--- src/rtl/clint_timer_pkg.sv ---
// Shared definitions for the core-local interruptor: register offsets, mip bit indices,
// bus FSM states and a byte-lane merge helper.
package clint_pkg;

    localparam logic [15:0] CLINT_MSIP        = 16'h0000;
    localparam logic [15:0] CLINT_MTIMECMP_LO = 16'h4000;
    localparam logic [15:0] CLINT_MTIMECMP_HI = 16'h4004;
    localparam logic [15:0] CLINT_MTIME_LO    = 16'hBFF8;
    localparam logic [15:0] CLINT_MTIME_HI    = 16'hBFFC;

    localparam int MXIP_EXT   = 0;
    localparam int MXIP_SW    = 1;
    localparam int MXIP_TIMER = 2;

    typedef enum logic {
        IDLE,
        RESP
    } bus_state_t;

    function automatic logic [31:0] merge_bytes(input logic [31:0] old_word,
                                                input logic [31:0] new_word,
                                                input logic [3:0]  strb);
        logic [31:0] merged;
        for (int b = 0; b < 4; b++) begin
            merged[8*b +: 8] = strb[b] ? new_word[8*b +: 8] : old_word[8*b +: 8];
        end
        return merged;
    endfunction

endpackage

--- src/rtl/clint_timer_irq_sync.sv ---
// Multi-flop level synchroniser for an asynchronous interrupt line; all stages reset to 0.
module irq_sync #(
    parameter int SYNC_STAGES = 2
) (
    input  logic i_clk,
    input  logic i_rst,
    input  logic i_async,
    output logic o_sync
);

    logic [SYNC_STAGES-1:0] r_sync;

    always_ff @(posedge i_clk or posedge i_rst) begin
        if (i_rst) begin
            r_sync <= '0;
        end else begin
            r_sync <= {r_sync[SYNC_STAGES-2:0], i_async};
        end
    end

    assign o_sync = r_sync[SYNC_STAGES-1];

endmodule

--- src/rtl/clint_timer.sv ---
// Core-local interruptor: mtime/mtimecmp/msip registers behind a single-outstanding bus port.
// Optional CLINT_MTIME_SNAPSHOT_EN makes a low-word mtime read latch the high word for a coherent 64-bit read.
module clint_timer
    import clint_pkg::*;
#(
    parameter int PRESCALE    = 1,
    parameter int SYNC_STAGES = 2
) (
    input  logic        ctrl_clk,
    input  logic        ctrl_reset,
    input  logic        mem_valid,
    output logic        mem_ready,
    input  logic        mem_wen,
    input  logic [15:0] mem_addr,
    input  logic [3:0]  mem_wstrb,
    input  logic [31:0] mem_wdata,
    output logic [31:0] mem_rdata,
    output logic        mem_fault,
    input  logic        ext_irq,
    output logic [2:0]  ctrl_mxip
);

    bus_state_t  r_state;
    bus_state_t  w_state_next;
    logic        w_accept;
    logic        w_mapped;
    logic        w_wr;
    logic        w_rd;
    logic        w_tick;
    logic        w_ext_sync;
    logic [31:0] r_presc;
    logic [63:0] r_mtime;
    logic [63:0] r_mtimecmp;
    logic [63:0] w_mtime_next;
    logic [63:0] w_mtimecmp_next;
    logic        r_msip;
    logic        r_timer_irq;
    logic [31:0] r_rdata;
    logic [31:0] w_rdata_sel;
    logic        r_fault;
`ifdef CLINT_MTIME_SNAPSHOT_EN
    logic [31:0] r_shadow;
`endif

    always_comb begin
        w_accept = (r_state == IDLE) && mem_valid;
        w_mapped = (mem_addr[1:0] == 2'b00) &&
                   ((mem_addr == CLINT_MSIP)        || (mem_addr == CLINT_MTIMECMP_LO) ||
                    (mem_addr == CLINT_MTIMECMP_HI) || (mem_addr == CLINT_MTIME_LO)    ||
                    (mem_addr == CLINT_MTIME_HI));
        w_wr     = w_accept && mem_wen && w_mapped;
        w_rd     = w_accept && !mem_wen && w_mapped;
    end

    always_ff @(posedge ctrl_clk or posedge ctrl_reset) begin
        if (ctrl_reset) begin
            r_state <= IDLE;
        end else begin
            r_state <= w_state_next;
        end
    end

    always_comb begin
        w_state_next = r_state;
        case (r_state)
            IDLE: if (mem_valid) w_state_next = RESP;
            RESP: w_state_next = IDLE;
            default: w_state_next = IDLE;
        endcase
    end

    always_comb begin
        mem_ready = (r_state == RESP);
        mem_rdata = r_rdata;
        mem_fault = r_fault;
    end

    assign w_tick = (r_presc == 32'(PRESCALE - 1));

    // A bus write to either mtime word swallows a coincident tick so software sees exactly what it wrote.
    always_comb begin
        w_mtime_next = r_mtime;
        if (w_wr && (mem_addr == CLINT_MTIME_LO)) begin
            w_mtime_next[31:0] = merge_bytes(r_mtime[31:0], mem_wdata, mem_wstrb);
        end else if (w_wr && (mem_addr == CLINT_MTIME_HI)) begin
            w_mtime_next[63:32] = merge_bytes(r_mtime[63:32], mem_wdata, mem_wstrb);
        end else if (w_tick) begin
            w_mtime_next = r_mtime + 64'd1;
        end
    end

    always_comb begin
        w_mtimecmp_next = r_mtimecmp;
        if (w_wr && (mem_addr == CLINT_MTIMECMP_LO)) begin
            w_mtimecmp_next[31:0] = merge_bytes(r_mtimecmp[31:0], mem_wdata, mem_wstrb);
        end else if (w_wr && (mem_addr == CLINT_MTIMECMP_HI)) begin
            w_mtimecmp_next[63:32] = merge_bytes(r_mtimecmp[63:32], mem_wdata, mem_wstrb);
        end
    end

    always_comb begin
        w_rdata_sel = '0;
        case (mem_addr)
            CLINT_MSIP:        w_rdata_sel = {31'd0, r_msip};
            CLINT_MTIMECMP_LO: w_rdata_sel = r_mtimecmp[31:0];
            CLINT_MTIMECMP_HI: w_rdata_sel = r_mtimecmp[63:32];
            CLINT_MTIME_LO:    w_rdata_sel = r_mtime[31:0];
`ifdef CLINT_MTIME_SNAPSHOT_EN
            CLINT_MTIME_HI:    w_rdata_sel = r_shadow;
`else
            CLINT_MTIME_HI:    w_rdata_sel = r_mtime[63:32];
`endif
            default:           w_rdata_sel = '0;
        endcase
    end

    always_ff @(posedge ctrl_clk or posedge ctrl_reset) begin
        if (ctrl_reset) begin
            r_presc     <= '0;
            r_mtime     <= '0;
            r_mtimecmp  <= 64'hFFFF_FFFF_FFFF_FFFF;
            r_msip      <= 1'b0;
            r_timer_irq <= 1'b0;
            r_rdata     <= '0;
            r_fault     <= 1'b0;
        end else begin
            r_presc     <= w_tick ? 32'd0 : r_presc + 32'd1;
            r_mtime     <= w_mtime_next;
            r_mtimecmp  <= w_mtimecmp_next;
            r_timer_irq <= (r_mtime >= r_mtimecmp);
            r_rdata     <= w_rd ? w_rdata_sel : 32'd0;
            r_fault     <= w_accept && !w_mapped;
            if (w_wr && (mem_addr == CLINT_MSIP) && mem_wstrb[0]) begin
                r_msip <= mem_wdata[0];
            end
        end
    end

`ifdef CLINT_MTIME_SNAPSHOT_EN
    always_ff @(posedge ctrl_clk or posedge ctrl_reset) begin
        if (ctrl_reset) begin
            r_shadow <= '0;
        end else if (w_rd && (mem_addr == CLINT_MTIME_LO)) begin
            r_shadow <= r_mtime[63:32];
        end
    end
`endif

    irq_sync #(
        .SYNC_STAGES(SYNC_STAGES)
    ) u_irq_sync (
        .i_clk   (ctrl_clk),
        .i_rst   (ctrl_reset),
        .i_async (ext_irq),
        .o_sync  (w_ext_sync)
    );

    always_comb begin
        ctrl_mxip             = '0;
        ctrl_mxip[MXIP_EXT]   = w_ext_sync;
        ctrl_mxip[MXIP_SW]    = r_msip;
        ctrl_mxip[MXIP_TIMER] = r_timer_irq;
    end

endmodule

--- config.mk ---
export PLATFORM = sky130hd
export DESIGN_NAME = clint_timer
export DESIGN_NICKNAME = d
export VERILOG_FILES = /design/src/rtl/clint_timer_pkg.sv /design/src/rtl/clint_timer_irq_sync.sv /design/src/rtl/clint_timer.sv
export SDC_FILE = /design/constraint.sdc
export NUM_CORES = 1
export LEC_CHECK = 0
export CAP_MARGIN = 30
export CORE_MARGIN = 2
export CORE_UTILIZATION = 50
export DETAILED_ROUTE_END_ITERATION = 12
export PLACE_DENSITY = 0.82
export SLEW_MARGIN = 10
export SYNTH_ARGS = -nofsm -noshare
export SYNTH_HDL_FRONTEND = slang
export SYNTH_SLANG_ARGS = --single-unit
--- constraint.sdc ---
create_clock -name ctrl_clk -period 6.2 [get_ports ctrl_clk]
set_input_delay 0.62 -clock ctrl_clk [delete_from_list [all_inputs] [get_ports ctrl_clk]]
set_output_delay 0.62 -clock ctrl_clk [all_outputs]
set_load 0.03 [all_outputs]
==> flow_metrics.py, run 1 <==
metrics = {
    "run_status": {
        "status": "finished, final reports clean",
    },
    "synthesis": {
        "synth_fp_nets": 1343,
        "synth-edff-count": 0,
        "ys_warn_count": 0,
        "ys_seq_area_frac": 0.4325,
        "synthesis.instances": 1219,
        "syn_area_mm2": 0.01164,
        "synth_flop_cell": "dfrtp_1",
        "async_flop_share": 1.000,
        "synth_top_cell_area_share": 0.2881,
        "ys_top_cells_by_area": "dfrtp_1 (29%), dfstp_2 (14%), mux2_2 (8.5%)",
        "ys_ff_latch": 198,
        "synth_top_area_cell": "dfrtp_1",
        "synth_area_per_cell_um2": 9.549,
        "synth.distinct_cells": 64,
    },
    "route": {
        "totalWireLength_um": 32850,
        "routed_via_density": 6.400,
        "drtPass1Iterations": 6,
        "initialDrtViolationCount": 1223,
        "drc": 0,
        "antenna_left": 0,
        "routed-via-count": 10330,
        "wire_per_inst_um": 20.36,
    },
    "final_layout": {
        "syn2layout_area_growth_pct": 16.71,
        "fin_nets": 1412,
        "fillers": 1828,
        "final_cells": 1614,
        "drive_gt1_frac": 0.1722,
        "antennaDiodeCount": 0,
    },
    "place": {
        "dp.cells": 1580,
        "io_buffers": 93,
        "place_congestion": 0.9089,
        "dpl.hpwl_um": 22610,
    },
    "timing": {
        "fin_crit_ns": 3.515,
        "rsz0062_at_grt": "false",
        "tns_ns": 0,
        "finalHoldViolCount": 0,
        "final_max_slew_viol_count": 0,
        "period_share": 0.5669,
        "relSlewSlack": 0.3684,
        "finClkSkew_ns": 0.01168,
        "fmax_mhz": 284.5,
        "tightest_slew_ns": 0.9474,
        "setup_viol": 0,
    },
    "setup_path": {
        "path_buf_inv": 0,
        "cp_data_required_time_ns": 6.51,
        "crit_path_start_kind": "register",
        "crit_top_cell": "nand4_1",
        "cp_max_fo": 26,
        "cp_data_arrival_time_ns": 3.83,
        "crit_family": "simple AND/OR/NAND/NOR gates",
        "cp-end-kind": "register",
        "cpPeakStageDelay_ns": 0.90,
        "r2r-start": "r_mtime[24]",
        "cpMaxStageDelayCell": "and3_1",
        "crit_chain": "nand4_1, nor4_1, and3_1, nand4_1, o32ai_1, a2bb2oi_1",
        "ff2ff_path_depth": 6,
        "path_class": "register to register",
        "rrSetupSlack_ns": 2.69,
        "reg2reg_to": "r_mtime[52]",
    },
    "power": {
        "p_clk_frac": 0.435,
        "power_density_mw_per_mm2": 195.0,
        "combPwrFrac": 0.062,
        "switchingPower_w": 0.0006251,
        "power_frac_seq": 0.503,
        "leakagePower_nw": 5.518,
        "vdd_drop_max_mv": 0.1550,
        "internal-power_w": 0.002024,
        "swShare": 0.2360,
    },
    "global_routing": {
        "grt-ovfl-total": 0,
        "grt_pass1_vias": 10160,
        "grt_pass1_wl_um": 52520,
        "antenna_found_initial": 0,
        "grt_max_degree": 84,
        "track_usage": 0.2697,
    },
    "clock_tree": {
        "clockRootBuffer": "clkbuf_16",
        "clockBufferDepth": 2,
        "cts_tree": "done",
        "post_cts_resize_count": 0,
        "clock_sinks": 198,
        "post_cts_buffers": 0,
        "htree_levels": 4,
        "worstSkewPairLatency_ns": 0.44,
        "clk_pin_slew_worst_paths_ns": 0.07,
        "postCtsHoldBufs": 0,
        "numCtsBuffers": 17,
    },
    "job": {
        "maxCapViolCount": 0,
    },
    "min_path": {
        "hold_depth": 0,
        "hold_end": "u_irq_sync.r_sync[1]",
        "min_from": "u_irq_sync.r_sync[0]",
        "hold_class": "register to register",
    },
    "die": {
        "core_mm2": 0.02278,
        "pin_count": 94,
        "rows": 55,
        "start_util": 0.5110,
        "dieArea_mm2": 0.02452,
        "die_h_um": 156.6,
        "die_w_um": 156.6,
    },
}
worst reg2reg max path, stage by stage (launching register included):
cell       delay [ns]
dfrtp_1          0.52
nand4_1          0.25
nor4_1           0.83
and3_1           0.90
nand4_1          0.37
o32ai_1          0.41
a2bb2oi_1        0.11
sequential cells by signal, indices dropped and copies added, names as in the netlist:
name,flops
r_presc,32
r_timer_irq,1
r_mtimecmp,64
r_msip,1
mem_fault,1
r_mtime,64
mem_ready,1
mem_rdata,32
u_irq_sync.r_sync,2
placed cells by master, fill, tap and decap left out, drive strengths merged, types with 44 or more instances in the layout:
| master | instances |
|---|---|
| nand3 | 66 |
| ha | 67 |
| nor2 | 90 |
| inv | 95 |
| a21oi | 108 |
| dfrtp | 134 |
| mux2 | 89 |
| nand4 | 44 |
| dfstp | 64 |
| o21ai | 48 |
| clkdlybuf4s50 | 92 |
| nand2 | 82 |
worst max-delay path by stage:
| stage | slack [ns] | to | from | cells past startpoint |
|---|---|---|---|---|
| CTS | 2.83 | r_mtime[52] | r_mtime[24] | 6 |
| global route | 2.45 | r_mtime[52] | r_mtime[24] | 6 |
| finish | 2.69 | r_mtime[52] | r_mtime[24] | 6 |
| floorplan | 0.29 | mem_fault | ctrl_reset | 1 |
| global placement | 2.45 | r_mtimecmp[41] | mem_addr[2] | 5 |
| detailed placement | 2.52 | r_mtime[6] | mem_addr[14] | 8 |
per-stage QoR:
step / setup slack (ns) / power (W) / utilization / hold WS [ns] / area, µm²
finish: 2.685 / 0.002649 / 0.5964 / 0.3685 / 13590
global route: 2.449 / 0.002725 / 0.5964 / 0.3823 / 13590
CTS: 2.829 / 0.002655 / 0.5943 / 0.3694 / 13540
detailed placement: 2.524 / 0.001515 / 0.5680 / 0.3448 / 12940
global placement: 2.449 / 0.001507 / 0.5657 / 0.3371 / 12890
floorplan: 0.2886 / 0.001429 / - / 0.3312 / 11640
layer usage:
metal / GRT usage / share of wire / wire length [µm] / up-vias
li1: - / - / - / 4646
met1: 0.3529 / 0.41 / 13580 / 5051
met2: 0.4441 / 0.48 / 15650 / 541
met3: 0.04929 / 0.082 / 2709 / 92
met4: 0.1083 / 0.028 / 911 / 0
met5: 0 / 0 / 0 / -
kinds of logic after synthesis:
family / after synthesis / share of synthesized area
compound gates: 308 / 0.1746
mux: 95 / 0.09158
simple gates: 366 / 0.1554
fa+ha+maj: 67 / 0.07202
buf+inv: 155 / 0.05127
flops: 198 / 0.4325
xor+xnor: 30 / 0.02257
layout make-up:
type	count	area (µm²)	share of cell area
sequential	198	5035	0.3706
clock buffer	20	446.7	0.03288
tap	313	391.6	0.02883
clock inverter	12	153.9	0.01133
multi-input combinational	866	6083	0.4478
inverter	94	360.3	0.02652
timing repair buffer	111	1115	0.08206
power groups by stage:
stage          clock [W]  sequential [W]  combinational (W)
6_report         0.00115         0.00133           0.000165
5_1_grt          0.00121         0.00133           0.000180
4_1_cts          0.00116         0.00133           0.000163
3_5_place_dp           0         0.00135           0.000161
3_3_place_gp           0         0.00135           0.000154
2_1_floorplan          0         0.00134          0.0000853
synth_stat cells (3+ instances only):
| cell type | n |
|---|---|
| buf_1 | 4 |
| o21ai_0 | 47 |
| o211ai_1 | 6 |
| mux2i_1 | 6 |
| and3_1 | 16 |
| clkbuf_1 | 51 |
| xnor2_1 | 18 |
| a21o_1 | 13 |
| o22ai_1 | 21 |
| a31o_2 | 4 |
| buf_4 | 3 |
| a222oi_1 | 27 |
| nand2_1 | 82 |
| dfstp_2 | 64 |
| a41o_1 | 5 |
| or4_1 | 4 |
| a41oi_1 | 3 |
| a22oi_1 | 8 |
| inv_1 | 94 |
| and4_1 | 7 |
| a31oi_1 | 4 |
| nor4_1 | 20 |
| ha_1 | 67 |
| nand4_1 | 44 |
| nand2b_1 | 3 |
| o22a_1 | 6 |
| a211oi_1 | 9 |
| a21oi_1 | 108 |
| o31ai_1 | 8 |
| o32ai_1 | 5 |
| dfrtp_1 | 134 |
| and2_1 | 4 |
| nand3_1 | 64 |
| nor2_1 | 90 |
| a221oi_1 | 5 |
| a2bb2oi_1 | 9 |
| nor3_1 | 20 |
| o21a_1 | 4 |
| xor2_1 | 12 |
| mux2_2 | 88 |
Power figures use the tool's default switching activity.
==> inputs of run 2 (changes only) <==
==> constraint.sdc (replaced) <==
create_clock -name ctrl_clk -period 2.8 [get_ports ctrl_clk]
set_input_delay 0.28 -clock ctrl_clk [delete_from_list [all_inputs] [get_ports ctrl_clk]]
set_output_delay 0.28 -clock ctrl_clk [all_outputs]
set_load 0.03 [all_outputs]
==> run 2 against run 1 <==
Against the previous run: setup slack lost 2.6 ns; highest routed layer unchanged; first-iteration DRC count increased by 4.6%; register-to-register slack got worse by 2.6 ns; worst hold slack got worse by 0.22 ns; clock skew increased by 0.0040 ns; total power rose by 120%; core utilization is 2.0 points higher; critical path type unchanged.
==> flow_metrics.py, run 2 (synthesized netlist as in run 1, its figures left out) <==
metrics = {
    "route": {
        "routed-via-count": 10650,
        "drc": 0,
        "initialDrtViolationCount": 1279,
        "antenna_left": 0,
        "drtPass1Iterations": 8,
        "routed_via_density": 6.362,
        "totalWireLength_um": 33570,
        "wire_per_inst_um": 20.05,
    },
    "timing": {
        "final_max_slew_viol_count": 0,
        "period_share": 0.9657,
        "fmax_mhz": 369.8,
        "fin_crit_ns": 2.704,
        "finClkSkew_ns": 0.01571,
        "setup_viol": 0,
        "setup_slack_ns": 0.09605,
        "finalHoldViolCount": 0,
        "hold_slack_ns": 0.1475,
        "relSlewSlack": 0.5810,
        "tightest_slew_ns": 0.6237,
    },
    "final_layout": {
        "final_common_cell": "dfrtp_1",
        "drive_gt1_frac": 0.2116,
        "seq_area_mm2": 0.005035,
        "syn2layout_area_growth_pct": 20.62,
        "fillers": 1839,
        "final_cells": 1674,
        "multi_input_area_mm2": 0.006091,
        "fin_nets": 1472,
        "antennaDiodeCount": 0,
        "mostFrequentLayoutCells": "dfrtp_1 (134), a21oi_1 (108), inv_1 (93)",
        "top_regs": "r_mtime (64), r_mtimecmp (64)",
    },
    "place": {
        "io_buffers": 93,
        "place_ws_ns": 0.06838,
        "dpl.hpwl_um": 24210,
        "dp.cells": 1638,
        "place_congestion": 0.9440,
    },
    "setup_path": {
        "cp_data_required_time_ns": 3.13,
        "cp-end-kind": "register",
        "r2r-start": "r_mtime[1]",
        "cp_max_fo": 13,
        "crit_path_start_kind": "register",
        "ff2ff_path_depth": 9,
        "rrSetupSlack_ns": 0.1,
        "reg2reg_to": "r_mtime[54]",
        "path_class": "register to register",
        "cp_data_arrival_time_ns": 3.04,
    },
    "global_routing": {
        "grt_pass1_vias": 10320,
        "grt_pass1_wl_um": 53900,
        "track_usage": 0.2789,
        "grt_max_degree": 70,
        "antenna_found_initial": 0,
        "grt-ovfl-total": 0,
    },
    "job": {
        "maxCapViolCount": 0,
    },
    "power": {
        "power_w": 0.005863,
        "power_density_mw_per_mm2": 417.6,
        "leakagePower_nw": 5.806,
        "vdd_drop_max_mv": 0.3424,
    },
    "die": {
        "core_mm2": 0.02278,
        "rows": 55,
        "dieArea_mm2": 0.02452,
        "pin_count": 94,
        "start_util": 0.5110,
        "die_w_um": 156.6,
        "die_h_um": 156.6,
    },
    "run_status": {
        "status": "finished, final reports clean",
    },
    "clock_tree": {
        "postCtsHoldBufs": 0,
        "clk_pin_slew_worst_paths_ns": 0.08,
        "cts_tree": "done",
        "clockBufferDepth": 2,
        "clock_sinks": 198,
        "clockRootBuffer": "clkbuf_16",
        "htree_levels": 4,
        "numCtsBuffers": 17,
        "worstSkewPairLatency_ns": 0.46,
    },
    "min_path": {
        "hold_class": "input pin to asynchronous set/reset pin",
    },
}
-- run 2: cell count changes in the layout (fill, tap and decap cells not counted), sizes merged --
cell           previous run  this run
inv                      95       101
clkdlybuf4s15             1         0
clkinvlp                  3         1
clkbuf                   20        17
clkinv                    5         7
buf                      18        79
bufinv                    3         0
-- run 2: routing by layer --
metal	vias to the layer above	part of all wire	GRT usage	wire, µm
met2	598	0.47	0.4544	15790
met5	-	0	0	0
met1	5162	0.41	0.3700	13660
li1	4777	-	-	-
met3	113	0.084	0.04874	2833
met4	0	0.038	0.1127	1288
-- run 2: worst max-delay path by stage --
| stage | from | end | slack, ns | cells after the start |
|---|---|---|---|---|
| after detailed placement | mem_addr[3] | r_mtimecmp[29] | 0.07 | 7 |
| after global routing | r_mtime[0] | r_mtime[40] | -0.03 | 9 |
| after floorplan | ctrl_reset | mem_fault | 0.01 | 1 |
| after CTS | r_mtime[1] | r_mtime[40] | 0.11 | 9 |
| final | r_mtime[1] | r_mtime[54] | 0.1 | 9 |
| after global placement | r_mtime[0] | r_mtime[51] | 0.18 | 6 |
-- run 2: repair_timing --
action,in CTS,in global routing
setup buffers,0,4
endpoints found under the setup margin,0,7
gates resized for setup,0,2
-- run 2: worst max-delay path, stage by stage, from the launching register on --
cell,delay [ns]
dfrtp_1,0.46
ha_2,0.29
and4_1,0.30
nand3_1,0.18
buf_4,0.21
nor4_2,0.28
buf_4,0.25
nand2_1,0.19
o32ai_1,0.31
a21oi_1,0.10
-- run 2: layout make-up --
class | instances | share of cell area
Clock inverter | 15 | 0.01274
Multi-Input combinational cell | 866 | 0.4338
Clock buffer | 17 | 0.03030
Tap cell | 313 | 0.02789
Timing Repair Buffer | 171 | 0.1112
Inverter | 94 | 0.02540
Sequential cell | 198 | 0.3586
-- run 2: metrics by stage --
step / setup TNS [ns] / area, µm² / util
2_1_floorplan: 0 / 11640 / -
3_3_place_gp: 0 / 13400 / 0.5882
3_5_place_dp: 0 / 13400 / 0.5882
4_1_cts: 0 / 14000 / 0.6147
5_1_grt: -0.05402 / 14040 / 0.6164
6_report: 0 / 14040 / 0.6164
-- run 2: where the power goes --
part           leakage, nW  internal, W  switching (W)
clock                0.295      0.00122        0.00130
sequential            2.33      0.00289      0.0000216
combinational         3.18     0.000190       0.000252
==> inputs of run 3 (changes only) <==
--- a/config.mk
+++ b/config.mk
@@ -10,6 +10,7 @@
 export CORE_UTILIZATION = 50
 export DETAILED_ROUTE_END_ITERATION = 12
 export PLACE_DENSITY = 0.82
+export RECOVER_POWER = 100
 export SLEW_MARGIN = 10
 export SYNTH_ARGS = -nofsm -noshare
 export SYNTH_HDL_FRONTEND = slang
==> run 3 against run 2 <==
Against the previous run: setup slack got worse by 0.021 ns; the flow now finishes with violations (capacitance limit, slew limit); count of clock-buffer cells in the layout unchanged; total power down 0.17%; critical path type unchanged; critical path depth stayed put; via count is 0.46% lower; combinational power is 3% lower; sequential share of layout area is 0.23 points higher; core utilization down 0.38 points.
==> flow_metrics.py, run 3 (synthesized netlist as in run 1, its figures left out) <==
metrics = {
    "clock_tree": {
        "worstSkewPairLatency_ns": 0.46,
        "clock_sinks": 198,
        "clk_pin_slew_worst_paths_ns": 0.08,
        "htree_levels": 4,
        "cts_tree": "done",
        "postCtsHoldBufs": 0,
        "clockBufferDepth": 2,
        "numCtsBuffers": 17,
        "clockRootBuffer": "clkbuf_16",
    },
    "power": {
        "vdd_drop_max_mv": 0.3375,
        "leakagePower_nw": 5.873,
        "power_density_mw_per_mm2": 419.5,
    },
    "timing": {
        "fin_crit_ns": 2.725,
        "period_share": 0.9733,
        "relSlewSlack": -0.1550,
        "final_max_slew_viol_count": 68,
        "fmax_mhz": 366.9,
        "finClkSkew_ns": 0.01549,
        "setup_slack_ns": 0.07467,
        "finalHoldViolCount": 0,
        "tightest_slew_ns": 1.732,
        "setup_viol": 0,
    },
    "job": {
        "maxCapViolCount": 1,
    },
    "route": {
        "routed-via-count": 10600,
        "wl_met1_um": 13790,
        "wl_met2_um": 15720,
        "antenna_left": 0,
        "totalWireLength_um": 33500,
        "drtPass1Iterations": 7,
        "initialDrtViolationCount": 1131,
        "met3_length_um": 2747,
        "drc": 0,
        "highest_layer": "met4",
        "routed_via_density": 6.333,
        "wire_per_inst_um": 20.01,
    },
    "die": {
        "die_h_um": 156.6,
        "start_util": 0.5110,
        "core_mm2": 0.02278,
        "pin_count": 94,
        "rows": 55,
        "die_w_um": 156.6,
        "dieArea_mm2": 0.02452,
    },
    "final_layout": {
        "final_cells": 1674,
        "top_regs": "r_mtime (64), r_mtimecmp (64)",
        "syn2layout_area_growth_pct": 19.86,
        "fin_util": 0.6125,
        "antennaDiodeCount": 0,
        "final_common_cell": "dfrtp_1",
        "drive_gt1_frac": 0.2043,
        "mostFrequentLayoutCells": "dfrtp_1 (134), a21oi_1 (108), inv_1 (93)",
        "fin_nets": 1472,
    },
    "place": {
        "place_ws_ns": 0.06838,
        "io_buffers": 93,
        "dpl.hpwl_um": 24210,
        "place_congestion": 0.9440,
        "dp.cells": 1638,
    },
    "run_status": {
        "status": "finished, violations left",
        "violations": "capacitance limit, slew limit",
    },
    "global_routing": {
        "grt_max_degree": 70,
        "grt_pass1_vias": 10320,
        "grt_pass1_wl_um": 53900,
        "antenna_found_initial": 0,
        "track_usage": 0.2789,
        "grt-ovfl-total": 0,
    },
    "setup_path": {
        "cpMaxStageDelayCell": "dfrtp_1",
        "cp-end-kind": "register",
        "crit_path_start_kind": "register",
        "cp_data_arrival_time_ns": 3.06,
        "cp_max_fo": 13,
        "path_class": "register to register",
        "crit_chain": "ha_2, and4_1, nand3_1, buf_4, nor4_2, buf_4, nand2_1, o32ai_1, a21oi_1",
        "cp_data_required_time_ns": 3.13,
        "cpPeakStageDelay_ns": 0.48,
        "crit_top_cell": "buf_4",
    },
    "min_path": {
        "hold_class": "input pin to register",
    },
}
-- run 3: cell count changes in the layout (fill, tap and decap cells not counted) --
cell / delta
dlygate4sd3_1: +40
clkdlybuf4s50_1: -40
clkinvlp_4: -1
clkbuf_1: +10
clkbuf_2: +9
buf_4: -17
clkinvlp_2: +1
buf_12: -2
-- run 3: worst paths after layout --
path	from	endpoint	slack (ns)	depth (start not counted)
hold reg to reg	u_irq_sync.r_sync[0]	u_irq_sync.r_sync[1]	0.36	0
setup reg to reg	r_mtime[1]	r_mtime[54]	0.07	9
min in group asynchronous	ctrl_reset	r_mtime[6]	0.30	2
hold / removal	mem_addr[2]	mem_rdata[0]	0.29	4
setup / recovery	r_mtime[1]	r_mtime[54]	0.07	9
max in group asynchronous	ctrl_reset	mem_rdata[24]	0.48	3
-- run 3: stage by stage --
stage	cell area (µm²)	hold slack [ns]	power, W	setup TNS [ns]
floorplan	11640	0.3114	0.003165	0
global placement	13400	0.3398	0.003381	0
detailed placement	13400	0.3413	0.003391	0
CTS	14000	0.1473	0.005891	0
global route	13950	0.3436	0.006042	-0.05402
finish	13950	0.2921	0.005853	0
-- run 3: area by class of cell --
class	count	area (µm²)
Clock buffer	17	425.4
Clock inverter	15	178.9
Fill cell	1854	8826
Inverter	94	354.1
Multi-Input combinational cell	866	6091
Sequential cell	198	5035
Tap cell	313	391.6
Timing Repair Buffer	171	1476
-- run 3: metal layers --
layer / track usage / up-vias
met5: 0 / -
met4: 0.1127 / 0
met3: 0.04874 / 108
met2: 0.4544 / 573
met1: 0.3700 / 5142
li1: - / 4778
-- run 3: critical path, delay by kind of cell (launching register included) --
kind / cells / cell delay, ns
AO/OA/AOI/OAI: 2 / 0.42
adder cells (fa/ha/maj): 1 / 0.29
buffers and inverters: 2 / 0.46
flip-flops: 1 / 0.48
AND/OR/NAND/NOR: 4 / 0.95
-- run 3: repair_timing --
item | in CTS | in global routing
gates resized for setup | 0 | 2
setup endpoints to repair | 0 | 7
setup buffers | 0 | 4
-- run 3: report_power, final --
group	switching, W	internal [W]
sequential	0.0000204	0.00289
clock	0.00130	0.00122
combinational	0.000249	0.000181
